[src/rtl/ifu_prefetch.sv]
// Instruction-fetch front end: sequential AXI read master with up to DEPTH requests
// in flight or buffered, in-order prefetch ring buffer and redirect flush/drain.
module ifu_prefetch #(
  parameter int                 ADDR_W   = 32,
  parameter int                 DEPTH    = 4,
  parameter logic [ADDR_W-1:0]  RESET_PC = ADDR_W'(32'h8000_0000)
) (
  input  logic              clk_i,
  input  logic              rst_i,
  input  logic              redirect_i,
  input  logic [ADDR_W-1:0] redirect_pc_i,
  output logic              f_valid_o,
  input  logic              D_ready_i,
  output logic [ADDR_W-1:0] pc_o,
  output logic [31:0]       inst_o,
  output logic              fault_o,
  output logic              mst_ar_valid_o,
  output logic [ADDR_W-1:0] mst_ar_addr_o,
  input  logic              mst_ar_ready_i,
  input  logic              mst_r_valid_i,
  input  logic [31:0]       mst_r_data_i,
  input  logic [1:0]        mst_r_resp_i,
  output logic              mst_r_ready_o
);

  localparam int IW = $clog2(DEPTH);
  localparam int PW = IW + 1;

  logic [PW-1:0]     alloc_ptr, fill_ptr, head_ptr, drop_cnt;
  logic [ADDR_W-1:0] fetch_pc, ar_addr_q;
  logic              ar_valid_q;

  logic [ADDR_W-1:0] pc_mem    [DEPTH];
  logic [31:0]       inst_mem  [DEPTH];
  logic              fault_mem [DEPTH];

  logic [PW-1:0] occupancy;
  logic          launch, ar_hs, r_hs, r_fill, pop;

  // Credit is taken from registered pointers only; a pop this cycle frees a slot next cycle.
  assign occupancy = alloc_ptr - head_ptr;
  assign launch    = !redirect_i && (drop_cnt == '0) && (!ar_valid_q || mst_ar_ready_i)
                     && (occupancy < PW'(DEPTH));
  assign ar_hs     = ar_valid_q && mst_ar_ready_i;
  assign r_hs      = mst_r_valid_i && mst_r_ready_o;
  assign r_fill    = r_hs && (drop_cnt == '0) && !redirect_i;
  assign pop       = f_valid_o && D_ready_i;

  assign mst_ar_valid_o = ar_valid_q;
  assign mst_ar_addr_o  = ar_addr_q;
  assign mst_r_ready_o  = (drop_cnt != '0) || (alloc_ptr != fill_ptr);

  assign f_valid_o = (head_ptr != fill_ptr) && !redirect_i;
  assign pc_o      = f_valid_o ? pc_mem[head_ptr[IW-1:0]]    : '0;
  assign inst_o    = f_valid_o ? inst_mem[head_ptr[IW-1:0]]  : '0;
  assign fault_o   = f_valid_o ? fault_mem[head_ptr[IW-1:0]] : 1'b0;

  always_ff @(posedge clk_i or negedge rst_i) begin
    if (!rst_i) begin
      alloc_ptr  <= '0;
      fill_ptr   <= '0;
      head_ptr   <= '0;
      drop_cnt   <= '0;
      fetch_pc   <= RESET_PC;
      ar_valid_q <= 1'b0;
      ar_addr_q  <= '0;
    end else if (redirect_i) begin
      // Every allocated-but-unfilled request, including a still-pending AR, will
      // return a beat that must be thrown away; a beat taken this cycle is already gone.
      alloc_ptr <= '0;
      fill_ptr  <= '0;
      head_ptr  <= '0;
      fetch_pc  <= redirect_pc_i;
      drop_cnt  <= drop_cnt + (alloc_ptr - fill_ptr) - PW'(r_hs);
      if (ar_hs) ar_valid_q <= 1'b0;
    end else begin
      if (launch) begin
        ar_valid_q <= 1'b1;
        ar_addr_q  <= fetch_pc;
        alloc_ptr  <= alloc_ptr + PW'(1);
        fetch_pc   <= fetch_pc + ADDR_W'(4);
      end else if (ar_hs) begin
        ar_valid_q <= 1'b0;
      end
      if (r_hs) begin
        if (drop_cnt != '0) drop_cnt <= drop_cnt - PW'(1);
        else                fill_ptr <= fill_ptr + PW'(1);
      end
      if (pop) head_ptr <= head_ptr + PW'(1);
    end
  end

  // NOTE: the buffer storage has no reset; pointers alone define which slots are
  // valid and outputs are forced to 0 when the head is empty.
  always_ff @(posedge clk_i) begin
    if (launch) pc_mem[alloc_ptr[IW-1:0]] <= fetch_pc;
    if (r_fill) begin
      inst_mem[fill_ptr[IW-1:0]]  <= mst_r_data_i;
      fault_mem[fill_ptr[IW-1:0]] <= (mst_r_resp_i != 2'b00);
    end
  end

endmodule

[config.mk]
export PLATFORM = sky130hd
export DESIGN_NAME = ifu_prefetch
export DESIGN_NICKNAME = d
export VERILOG_FILES = /design/src/rtl/ifu_prefetch.sv
export SDC_FILE = /design/constraint.sdc
export NUM_CORES = 1
export LEC_CHECK = 0
export ABC_AREA = 1
export BUFFER_PORTS_ARGS = -buffer_cell sky130_fd_sc_hd__buf_4
export CAP_MARGIN = 5
export CORE_MARGIN = 2
export CORE_UTILIZATION = 29
export DETAILED_ROUTE_END_ITERATION = 10
export GPL_TIMING_DRIVEN = 0
export REMOVE_ABC_BUFFERS = 1
export SLEW_MARGIN = 20
export SYNTH_ARGS = -nofsm -noshare
export SYNTH_HDL_FRONTEND = slang
export SYNTH_SLANG_ARGS = --single-unit
[constraint.sdc]
create_clock -name clk_i -period 3.7 [get_ports clk_i]
set_input_delay 0 -clock clk_i [delete_from_list [all_inputs] [get_ports clk_i]]
set_output_delay 0 -clock clk_i [all_outputs]
set_load 0.01 [all_outputs]
==> reports/metrics.csv <==
metric,value,unit
clock share of power,30.9,%
Post-Synth XOR/XNOR Area,1.196,%
switching part of the total,32.47,%
clock root cell,clkbuf_16,
Max-Cap Viols,0,
number of synthesized flops with an enable pin,260,
CTS tree,done,
Sum Neg Setup Slack,0,ns
sequential element share of the synthesized area,66.46,%
Max Buffers Root-to-Sink,3,
critical path cell sequence,buf_16 -> inv_4 -> ha_1 -> o21ai_2 -> nand2_1 -> nand2_1 -> nand3_4 -> nor2_4 -> buf_16,
Power Internal,8002,uW
vias,10840,
"Net count, final",1756,
worst clock skew,0.02428,ns
clk sink count,337,
post-synthesis mux area share,0,%
Gate power share,26.0,%
Synth Instances,1427,
R2R Setup Slk,0.22,ns
crit end category,flop,
Worst Hold Launch,redirect_i,
most frequent cells in the layout,"nor2_1 (317), edfxtp_1 (260), nand2_1 (258)",
grt peak-use layer,met2,
Max-slew headroom,28.35,%
Max Clock Freq,287.6,MHz
WP data required,3.94,ns
total global routing overflow,0,
Synth async-reset ratio,22.85,%
post-placement setup slack,0.1590,ns
Core Region,49970,sq um
M3 GR Usage,3.568,%
initial antenna violation count,0,
synth warn,0,
clock slew at reported path FFs,0.06,ns
Area growth syn-to-layout,29.32,%
"commonest non-fill, non-tap cell in the layout",nor2_1,
fin crit period,3.477,ns
die area,52320,sq um
Die H,228.7,microns
final worst slack,0.2225,ns
RSZ-0062 raised after global routing,false,
worst-path cell with the longest stage delay,dfrtp_4,
PwrDens,625.6,nW/um^2
GPL Wtd Cong,0.7783,
Design Power,11850,uW
Ant. Diodes,0,
VDD IR-drop max,377.8,uV
post-route ant nets,0,
drt initial violations,689,
largest net degree at the start of global routing,78,
Unique masters post-synth,29,
Synth Area in Adders,1.743,%
"slowest stage delay, CP",0.65,ns
HP Class,primary input to flop,
Worst Reg-to-Reg Cells,9,
sw power,3848,uW
worst hold endpoint,fetch_pc[25],
Post-CTS Repair Setup Buffers,0,
critical path class,flop to flop,
routed wire length,40190,microns
initial core utilization,29.32,%
Max H-tree Level,2,
# setup viols final,0,
Seq pwr share,43.2,%
layout cells sized above 1,15.68,%
Synth Flop Type,edfxtp_1,
Num CTS Buffers,38,
CP Launch Type,flop,
Total Routing Usage GR,15.23,%
Seq cells post-synth,337,
final hold viol count,0,
fin crit share,93.99,%
port bufs,171,
Via density,4.588,
num ports,172,
global-route wire length before repair,62080,microns
M1 GR Usage,19.86,%
# DRC,0,
Crit Reg-Reg Startpoint,head_ptr[1],
Simple-Gate Fraction of Synth Area,17.93,%
post-route core utilization,37.91,%
Mapped Area,14650,sq um
Hold Path Cell Cnt,3,
clock latency at the later pin of the worst-skew pair,0.55,ns
dpl hpwl,25110,microns
row cnt,82,
Compound-Gate Fraction of Synth Area,8.482,%
reg-to-reg critical path endpoint,pc_mem[2][21],
worst slew pin tran,1.072,ns
vias in the first global route,10710,
largest family of logic cells by synthesized area,simple AND/OR/NAND/NOR gates,
Initial DRT Pass Iterations,5,
Leak Pwr,0.007393,uW
Crit path arrival time,3.72,ns
WHS,0.04120,ns
status,"finished, final reports clean",
die width,228.7,microns
M2 GR Usage,25.20,%
Slew Limit Fails,0,
CTS resizes,0,
routed len/inst,17.01,microns
Syn Area/Cell,10.26,sq um
CP Max Fanout,40,
==> worst max-delay path: cells and delay by family, from the launching register on <==
| kind | cells | cell delay [ns] |
|---|---|---|
| DFF | 1 | 0.65 |
| AOI/OAI and AO/OA | 1 | 0.07 |
| buffers and inverters | 3 | 0.93 |
| and+or+nand+nor | 4 | 1.07 |
| adders and majority gates | 1 | 0.35 |
==> repair_timing <==
action                                  CTS  global route
endpoints found under the hold margin   250             0
endpoints found under the setup margin    0             0
hold buffers                             86             0
==> cells in the mapped netlist, drive strengths merged (3+ instances only) <==
library cell	instances	area, sq um
inv	67	251.5
nand3b	3	22.52
buf	44	247.7
clkbuf	30	113.9
nand4	3	18.77
xnor2	8	70.07
xor2	12	105.1
a21oi	66	330.3
ha	14	175.2
nand2	260	983.4
edfxtp	260	7807
fa	4	80.08
a21boi	3	22.52
dfrtp	76	1902
nand3	69	345.3
nor2	329	1250
o21ai	177	889.6
==> cell families after synthesis <==
kind of cell,count (synthesis)
flops,337
buf+inv,141
simple gates,665
compound gates,246
xor+xnor,20
fa+ha+maj,18
==> worst max path at each step <==
stage	start	to	slack, ns	depth (start not counted)
after global routing	head_ptr[1]	pc_mem[2][26]	0.03	9
after detailed placement	head_ptr[1]	pc_mem[2][31]	0.16	9
final	head_ptr[1]	pc_mem[2][21]	0.22	9
after floorplan	head_ptr[0]	pc_mem[3][0]	-4.25	6
after CTS	head_ptr[1]	pc_mem[2][21]	0.13	9
after global placement	head_ptr[0]	pc_mem[3][25]	-10.60	6
==> sequential cells by signal, indices dropped and copies added (netlist names) <==
signal          count
head_ptr            3
fill_ptr            3
drop_cnt            3
inst_mem          128
alloc_ptr           3
fault_mem           4
mst_ar_addr_o      32
mst_ar_valid_o      1
fetch_pc           32
pc_mem            128
==> area by class of cell <==
cell class	instances	area [sq um]
clock buffers	47	1026
clock inverters	17	166.4
fillers	4853	31020
inverters	67	259.0
multi-input cells	949	4379
flip-flops and latches	337	9743
well taps	672	840.8
repair buffers	273	2529
==> power by group through the flow <==
stage                     Combinational (uW)  Clock, uW  Sequential (uW)
after floorplan                         1540          0             5160
after global placement                  2780          0             5320
after detailed placement                3040          0             5180
after CTS                               3130       3750             5110
after global routing                    3470       3920             5180
final                                   3080       3660             5120
==> through the flow <==
stage / instance area [sq um] / std cells
floorplan: 14290 / 1353
global placement: 16410 / 2196
detailed placement: 16890 / 2212
CTS: 18940 / 2362
global route: 18940 / 2362
finish: 18940 / 2362
==> metal layers <==
layer,part of all wire (%),wire length (microns)
met4,2.1,833
met1,44,17790
met2,47,18950
met5,0,0
met3,6.5,2611
No activity file was read; power rests on OpenSTA's default activity.
